[config.mk]
export PLATFORM = sky130hd
export DESIGN_NAME = comparator_emulator_flat
export DESIGN_NICKNAME = d
export VERILOG_FILES = /design/src/rtl/comparator_emulator_if.sv /design/src/rtl/comparator_emulator.sv /design/src/flat_wrapper.sv
export SDC_FILE = /design/constraint.sdc
export NUM_CORES = 1
export LEC_CHECK = 0
export ABC_CLOCK_PERIOD_IN_PS = 1900
export CAP_MARGIN = 20
export CORE_MARGIN = 1
export CORE_UTILIZATION = 48
export DETAILED_ROUTE_END_ITERATION = 10
export GPL_TIMING_DRIVEN = 0
export PLACE_DENSITY = 0.8
export SLEW_MARGIN = 20
export SYNTH_ARGS = -nofsm -noshare
export SYNTH_HDL_FRONTEND = slang
export SYNTH_SLANG_ARGS = --single-unit
[constraint.sdc]
create_clock -name clk -period 1.9 [get_ports clk]
set_input_delay 0.19 -clock clk [delete_from_list [all_inputs] [get_ports clk]]
set_output_delay 0.19 -clock clk [all_outputs]
set_load 0.01 [all_outputs]
[src/rtl/comparator_emulator_if.sv]
// Test pulse link between a comparator injector (master) and a comparator
// emulator (slave): pulse gate and inject flag out, halfstrip hits and comparator output back.
interface comparator_emulator_if #(
  parameter int NHS = 32
);
  // pulse_en is a level gate and its rising edge starts a transaction. compin is
  // meaningful only while pulse_en=1. There is no ready: the slave counts an edge
  // that arrives while busy as dropped. halfstrips and compout are registered.
  logic           pulse_en;
  logic           compin;
  logic [NHS-1:0] halfstrips;
  logic           compout;

  modport master (output pulse_en, compin, input halfstrips, compout);
  modport slave  (input pulse_en, compin, output halfstrips, compout);
endinterface

[src/rtl/comparator_emulator.sv]
// Comparator ASIC stand-in for loopback self-test: answers each accepted test pulse
// with a delayed, held halfstrip/compout response and can corrupt every Nth one.
module comparator_emulator #(
  parameter  int NHS   = 32,
  parameter  int CNT_W = 16,
  localparam int KW    = $clog2(NHS)
) (
  input  logic              clk,
  input  logic              reset_n,
  input  logic              enable,
  comparator_emulator_if.slave bus,
  input  logic [KW-1:0]     hs_key,
  input  logic [3:0]        hs_latency,
  input  logic [3:0]        hs_hold,
  input  logic [7:0]        err_every,
  input  logic [KW-1:0]     err_bit,
  output logic              busy,
  output logic [CNT_W-1:0]  pulse_cnt,
  output logic [CNT_W-1:0]  err_cnt,
  output logic [7:0]        drop_cnt,
  output logic [1:0]        fsm_state
);

  typedef enum logic [1:0] {
    IDLE  = 2'd0,
    DELAY = 2'd1,
    DRIVE = 2'd2
  } state_t;

  state_t          state, state_n;
  logic            pulse_en_q;
  logic            rise;
  logic            accept, load, finish, drop;
  logic [3:0]      cnt, hcnt;
  logic [KW-1:0]   key_cap, err_bit_cap;
  logic [3:0]      lat_cap, hold_cap;
  logic            compin_cap, corrupt_cap;
  logic [7:0]      fault_cnt, fault_inc;
  logic            fault_hit;
  logic [NHS-1:0]  hit_word, flip_word;
  logic [NHS-1:0]  halfstrips_r;
  logic            compout_r;

  assign rise      = bus.pulse_en & ~pulse_en_q;
  assign fault_inc = fault_cnt + 8'd1;
  // Equality only: a counter already past a newly lowered err_every runs on and wraps.
  assign fault_hit = (err_every != 8'd0) && (fault_inc == err_every);
  assign hit_word  = compin_cap  ? (NHS'(1) << key_cap)     : '0;
  assign flip_word = corrupt_cap ? (NHS'(1) << err_bit_cap) : '0;

  assign bus.halfstrips = halfstrips_r;
  assign bus.compout    = compout_r;
  assign fsm_state      = state;

  always_ff @(posedge clk or negedge reset_n) begin
    if (!reset_n) state <= IDLE;
    else          state <= state_n;
  end

  always_comb begin
    state_n = state;
    accept  = 1'b0;
    load    = 1'b0;
    finish  = 1'b0;
    drop    = 1'b0;
    case (state)
      IDLE: begin
        if (rise && enable) begin
          accept  = 1'b1;
          state_n = DELAY;
        end
      end
      DELAY: begin
        drop = rise;
        if (cnt == lat_cap) begin
          load    = 1'b1;
          state_n = DRIVE;
        end
      end
      DRIVE: begin
        // An edge on the clearing cycle is still seen as busy and dropped.
        drop = rise;
        if (hcnt == hold_cap) begin
          finish  = 1'b1;
          state_n = IDLE;
        end
      end
      default: state_n = IDLE;
    endcase
  end

  always_ff @(posedge clk or negedge reset_n) begin
    if (!reset_n) begin
      pulse_en_q   <= 1'b1;
      cnt          <= '0;
      hcnt         <= '0;
      key_cap      <= '0;
      err_bit_cap  <= '0;
      lat_cap      <= '0;
      hold_cap     <= '0;
      compin_cap   <= 1'b0;
      corrupt_cap  <= 1'b0;
      fault_cnt    <= '0;
      halfstrips_r <= '0;
      compout_r    <= 1'b0;
      busy         <= 1'b0;
      pulse_cnt    <= '0;
      err_cnt      <= '0;
      drop_cnt     <= '0;
    end else begin
      pulse_en_q <= bus.pulse_en;

      if (accept) begin
        key_cap     <= hs_key;
        err_bit_cap <= err_bit;
        lat_cap     <= hs_latency;
        hold_cap    <= hs_hold;
        compin_cap  <= bus.compin;
        corrupt_cap <= fault_hit;
        fault_cnt   <= fault_hit ? 8'd0 : fault_inc;
        pulse_cnt   <= pulse_cnt + CNT_W'(1);
        cnt         <= '0;
        busy        <= 1'b1;
      end

      if (state == DELAY && !load) cnt <= cnt + 4'd1;

      if (load) begin
        halfstrips_r <= hit_word ^ flip_word;
        compout_r    <= compin_cap ^ corrupt_cap;
        hcnt         <= '0;
        if (corrupt_cap && (err_cnt != '1)) err_cnt <= err_cnt + CNT_W'(1);
      end

      if (state == DRIVE && !finish) hcnt <= hcnt + 4'd1;

      if (finish) begin
        halfstrips_r <= '0;
        compout_r    <= 1'b0;
        busy         <= 1'b0;
      end

      if (drop && (drop_cnt != 8'hFF)) drop_cnt <= drop_cnt + 8'd1;
    end
  end

endmodule

[src/flat_wrapper.sv]
// flat-port wrapper written by rule: the top's interface ports become plain ports
module comparator_emulator_flat 
#(
  parameter  int NHS   = 32,
  parameter  int CNT_W = 16,
  localparam int KW    = $clog2(NHS)
)
  (clk, reset_n, enable, hs_key, hs_latency, hs_hold, err_every, err_bit, busy, pulse_cnt, err_cnt, drop_cnt, fsm_state, bus_pulse_en, bus_compin, bus_halfstrips, bus_compout);
  comparator_emulator_if #(.NHS(NHS)) bus_i ();
  input  logic clk;
  input  logic reset_n;
  input  logic enable;
  input  logic [KW-1:0] hs_key;
  input  logic [3:0] hs_latency;
  input  logic [3:0] hs_hold;
  input  logic [7:0] err_every;
  input  logic [KW-1:0] err_bit;
  output logic busy;
  output logic [CNT_W-1:0] pulse_cnt;
  output logic [CNT_W-1:0] err_cnt;
  output logic [7:0] drop_cnt;
  output logic [1:0] fsm_state;
  input wire logic [$bits(bus_i.pulse_en)-1:0] bus_pulse_en;
  input wire logic [$bits(bus_i.compin)-1:0] bus_compin;
  output wire logic [$bits(bus_i.halfstrips)-1:0] bus_halfstrips;
  output wire logic [$bits(bus_i.compout)-1:0] bus_compout;
  assign bus_i.pulse_en = bus_pulse_en;
  assign bus_i.compin = bus_compin;
  assign bus_halfstrips = bus_i.halfstrips;
  assign bus_compout = bus_i.compout;
  comparator_emulator #(.NHS(NHS), .CNT_W(CNT_W)) u_core (.clk(clk), .reset_n(reset_n), .enable(enable), .bus(bus_i), .hs_key(hs_key), .hs_latency(hs_latency), .hs_hold(hs_hold), .err_every(err_every), .err_bit(err_bit), .busy(busy), .pulse_cnt(pulse_cnt), .err_cnt(err_cnt), .drop_cnt(drop_cnt), .fsm_state(fsm_state));
endmodule
---- Word-level counts from Yosys, hierarchy flattened ----
Cells that the tools add are included.
storage, ports and cells
  register bits ........................... 113
  logic and storage cells ................. 80
cells by class
  add/subtract/negate cells ............... 6
  shifts and indexed selects .............. 2
  equality and inequality tests ........... 10
  bitwise operators ....................... 4
  mux-type cells .......................... 24
  reduce and logical (&&, ||, !) cells .... 17
operators with widths
  kind                     number
  $mux W32                 4
  $shl A1 B5 Y32 const A   2
  $add A16 B1 Y16 const B  2
  $xor A32 B32 Y32         1
  $add A8 B1 Y8 const B    2
  $mux W4                  4
  $ne A16 B16 Y1 const B   1
  $mux W1                  11
  $add A4 B1 Y4 const B    2
  $eq A4 B4 Y1             2
  $eq A8 B8 Y1             1
  $mux W8                  1
  $ne A8 B8 Y1 const B     1
  $reduce_bool A2 Y1       4
  $reduce_bool A8 Y1       1
  $logic_and A1 B1 Y1      6
  $mux W2                  3
  $ne A2 B1 Y1 const B     3
  $pmux W2 S3              1
  $reduce_and A3 Y1        1
  $eq A2 B1 Y1 const B     1
  $eq A2 B2 Y1 const B     1
  $logic_not A1 Y1         2
  $logic_not A2 Y1         1
  other kinds (5)          5

---- Depth between registers and ports, before layout ----
  word-level depth ........................ 7
  mapped depth ............................ 9
  gate-level depth less buffers ........... 8

---- Worst setup path after synthesis ----
OpenSTA, ideal clock, no wires.
  path type ............................... reg-to-reg
  from .................................... reg u_core.fault_cnt[0]
  to ...................................... reg u_core.fault_cnt[6]
  data required time ...................... 1.780 ns
  slack ................................... -0.093 ns
  setup time .............................. 0.120 ns
  cell stages (with the launch flop) ...... 8
  arrival ................................. 1.872 ns
  path through ............................ dfrtp_1 -> ha_1 -> o21ba_2 -> a22oi_1 -> o22ai_1 -> a2111oi_4 -> and2_4 -> nor3_1
on the way
  longest elaborated chain between the ends .. 4
ends and longest elaborated chain
  element                 RTL line                    text
  from (decl)             comparator_emulator.sv:38   logic [7:0] fault_cnt, fault_inc;
  from (signal assigned)  comparator_emulator.sv:120  fault_cnt <= fault_hit ? 8'd0 : fault_inc;
  $add A8 B1 Y8 (*)       comparator_emulator.sv:45   assign fault_inc = fault_cnt + 8'd1;
  $eq A8 B8 Y1            comparator_emulator.sv:47   assign fault_hit = (err_every != 8'd0) && (fault_inc == err_every);
  $logic_and A1 B1 Y1     comparator_emulator.sv:47
  $mux W8 (*)             comparator_emulator.sv:120
Mark *: on every way between the ends. The rest lies on a longest branch, timed or not.
A chain may end at the register's enable or synchronous reset.

---- Worst setup path in the final report ----
Ends and elaborated chain as after synthesis.

==> metrics.cfg <==
[clocking]
cts-root-buf = clkbuf_16
insertion_delay_ns = 0.42
cts-buffers-inserted = 17
htreeDepth = 4
cts_max_path_buffers = 2
tritoncts = yes
clk_pin_slew_ns = 0.05
cts.sinks = 113

[worst_setup_path]
r2r-end = u_core.fault_cnt[6]
cp-startpoint = u_core.fault_cnt[0]
cp-end-kind = flip-flop
worstSetupPathType = reg -> reg
reg2reg_depth = 8
r2r-start = u_core.fault_cnt[0]
crit_required_ns = 2.20
setup.worst_path.end = u_core.fault_cnt[6]
start_kind = flip-flop
r2r_slack_ns = -0.18
path_max_fanout = 7
worstPathArrival_ns = 2.38

[die]
num_rows = 40
dieArea_um2 = 12700
initial_core_util_pct = 49.1
coreArea_um2 = 12000
die_y_um = 113
ios = 107
dieWidth_um = 113

[global_route]
grt_max_degree = 60
use_met2_pct = 41.4
grt.total_usage_pct = 25.0
grt_pass1_wl_mm = 25.0
antenna_found_initial = 0
globalRouteOverflowTotal = 0
top_usage_layer = met2
use_met3_pct = 4.98
met1_usage_pct = 32.3
grt_pass1_vias = 5149

[synth]
seq_area_frac_synth_pct = 48.0
netlist_instances = 637
synth_ff_type = dfrtp_1
async_reset_ff_share_pct = 100
synthesis.nets = 677
yosysWarningCount = 0
synth_seq_cells = 113
syn_area_um2 = 5900
syn_avg_cell_area_um2 = 9.26
synth_edf_count = 0
synth_cell_types = 53

[sta]
fin_crit_ns = 2.08
fin_ws_ns = -0.185
tightestPinTransition_ns = 0.630
finalMaxSlewViolations = 0
setup_viol = 21
rsz0062_at_grt = yes
min_period_over_period_pct = 110
relSlewSlack_pct = 57.7
max_freq_mhz = 480
hold_violations = 0
finClkSkew_ns = 0.00865

[cells_and_area]
layout_commonest_cell = nand2_1
final_cell_mix = nand2_1 (119), dfrtp_1 (110), clkdlybuf4s50_1 (105)
final_cells = 958
fin_util_pct = 72.8
num-fill-cells = 846
drive_gt1_share_pct = 21.9
fin_nets = 838
diodes = 0
area_growth_syn_to_layout_pct = 48.3

[drt]
first_pass_iters = 5
wirelength_mm = 16.5
vias = 5242
ant_nets = 0
drtIter0Drc = 356
drcViolationCount = 0
via_per_inst = 5.47
wire_per_inst_um = 17.2

[status]
outcome = finished, violations left
violations = negative setup slack

[power_and_ir_drop]
p_per_area_nw_per_um2 = 1400
p_leak_nw = 3.73
ir_drop_mv = 0.779

[placement]
gp_congestion = 0.900
placed_cells = 891
io_buffers = 106
hpwlAfterDp_mm = 10.3

[worst_hold_path]
min_path_type = in -> reg

[flow_run]
drv_cap = 0

## layer usage
metal	share of wire (%)	vias to the layer above
met4	2.2	0
li1	-	2468
met5	0	-
met3	5.6	31
met1	43	2552
met2	50	191
## cell usage after synthesis (2+ instances only)
cell type | instances | area [um^2]
a21o_1 | 3 | 22.5
a2111oi_4 | 2 | 55.1
nand3b_1 | 5 | 37.5
a21oi_1 | 4 | 20.0
a22o_1 | 2 | 17.5
o21ai_0 | 11 | 55.1
inv_1 | 8 | 30.0
nand2_1 | 119 | 447
buf_2 | 10 | 50.1
nand4b_1 | 2 | 17.5
mux2_2 | 2 | 22.5
nor4_1 | 3 | 18.8
and2_1 | 3 | 18.8
ha_1 | 9 | 113
dfrtp_1 | 112 | 2800
xor2_1 | 32 | 280
nand2b_1 | 8 | 50.1
nand4_1 | 13 | 81.3
clkbuf_1 | 20 | 75.1
nand3_1 | 26 | 130
nor2b_1 | 5 | 31.3
and3_1 | 9 | 56.3
a211oi_1 | 33 | 248
xnor2_1 | 58 | 508
nor3b_1 | 5 | 37.5
nor3_1 | 13 | 65.1
nor4_2 | 2 | 25.0
mux2i_1 | 2 | 20.0
nor2_1 | 92 | 345
## state kept, by name, indices dropped and copies added, names as in the netlist
register and count:
u_core.hcnt 4, u_core.lat_cap 4, u_core.bus.halfstrips 32, u_core.fault_cnt 8, u_core.drop_cnt 8, u_core.corrupt_cap 1
u_core.cnt 4, u_core.pulse_cnt 16, u_core.fsm_state 2, u_core.key_cap 5, u_core.err_bit_cap 5, u_core.compin_cap 1
u_core.bus.compout 1, u_core.err_cnt 16, u_core.hold_cap 4, u_core.busy 1, u_core.pulse_en_q 1
## per-stage QoR
| stage | setup slack, ns | setup TNS (ns) | hold slack [ns] | cell area [um^2] | total power [mW] |
|---|---|---|---|---|---|
| after floorplan | -0.0431 | -0.222 | -0.106 | 5900 | 5.90 |
| after global placement | -3.49 | -408.76 | 0.461 | 7150 | 7.41 |
| after detailed placement | -0.496 | -18.63 | 0.182 | 7180 | 7.56 |
| after CTS | -0.137 | -0.953 | 0.227 | 8120 | 11.4 |
| after global routing | -0.290 | -4.81 | 0.277 | 8740 | 12.8 |
| final | -0.185 | -1.55 | 0.274 | 8740 | 12.2 |
## area by class of cell
cell class	instances	area (um^2)	area share (%)
Clock buffer	23	508	5.81
Multi-Input combinational cell	486	3330	38.1
Inverter	8	30.0	0.343
Buffer	27	206	2.36
Clock inverter	9	174	1.99
Sequential cell	113	2830	32.4
Tap cell	147	184	2.10
Timing Repair Buffer	145	1480	16.9
## power by group
part	switching, mW	internal (mW)
clock	1.09	2.53
sequential	0.599	3.17
combinational	2.39	2.43
## repair_timing
action	CTS	global route
setup buffers	19	11
pin swaps	13	27
hold endpoints to repair	53	0
gates cloned	0	8
hold buffers	1	0
setup endpoints to repair	83	87
resized for setup	39	96
## worst min path at each step
stage	slack, ns	endpoint	cells past startpoint	from
2_1_floorplan	-0.11	u_core.bus.compout	0	reset_n
4_1_cts	0.23	u_core.pulse_en_q	1	bus_pulse_en
5_1_grt	0.28	u_core.pulse_en_q	1	bus_pulse_en
3_3_place_gp	0.46	u_core.pulse_cnt[15]	1	u_core.pulse_cnt[15]
6_report	0.27	u_core.pulse_en_q	1	bus_pulse_en
3_5_place_dp	0.18	u_core.bus.halfstrips[14]	1	reset_n
## critical path, stage by stage (launching register included)
cell	delay (ns)
dfrtp_2	0.45
ha_4	0.20
o21ba_2	0.22
a22oi_2	0.22
o22ai_2	0.11
a2111oi_4	0.33
buf_4	0.20
and2_4	0.18
nor3_1	0.06
## cell families (layout without fill, tap and decap cells)
kind of cell	Yosys count	after routing	share of synthesized area [%]
simple gates	320	321	25.3
flops	113	113	48.0
buf+inv	39	212	2.69
compound gates	62	62	8.08
mux	4	4	0.721
xor+xnor	90	90	13.4
fa+ha+maj	9	9	1.91
Note: power is estimated with default switching activity, not from simulation.
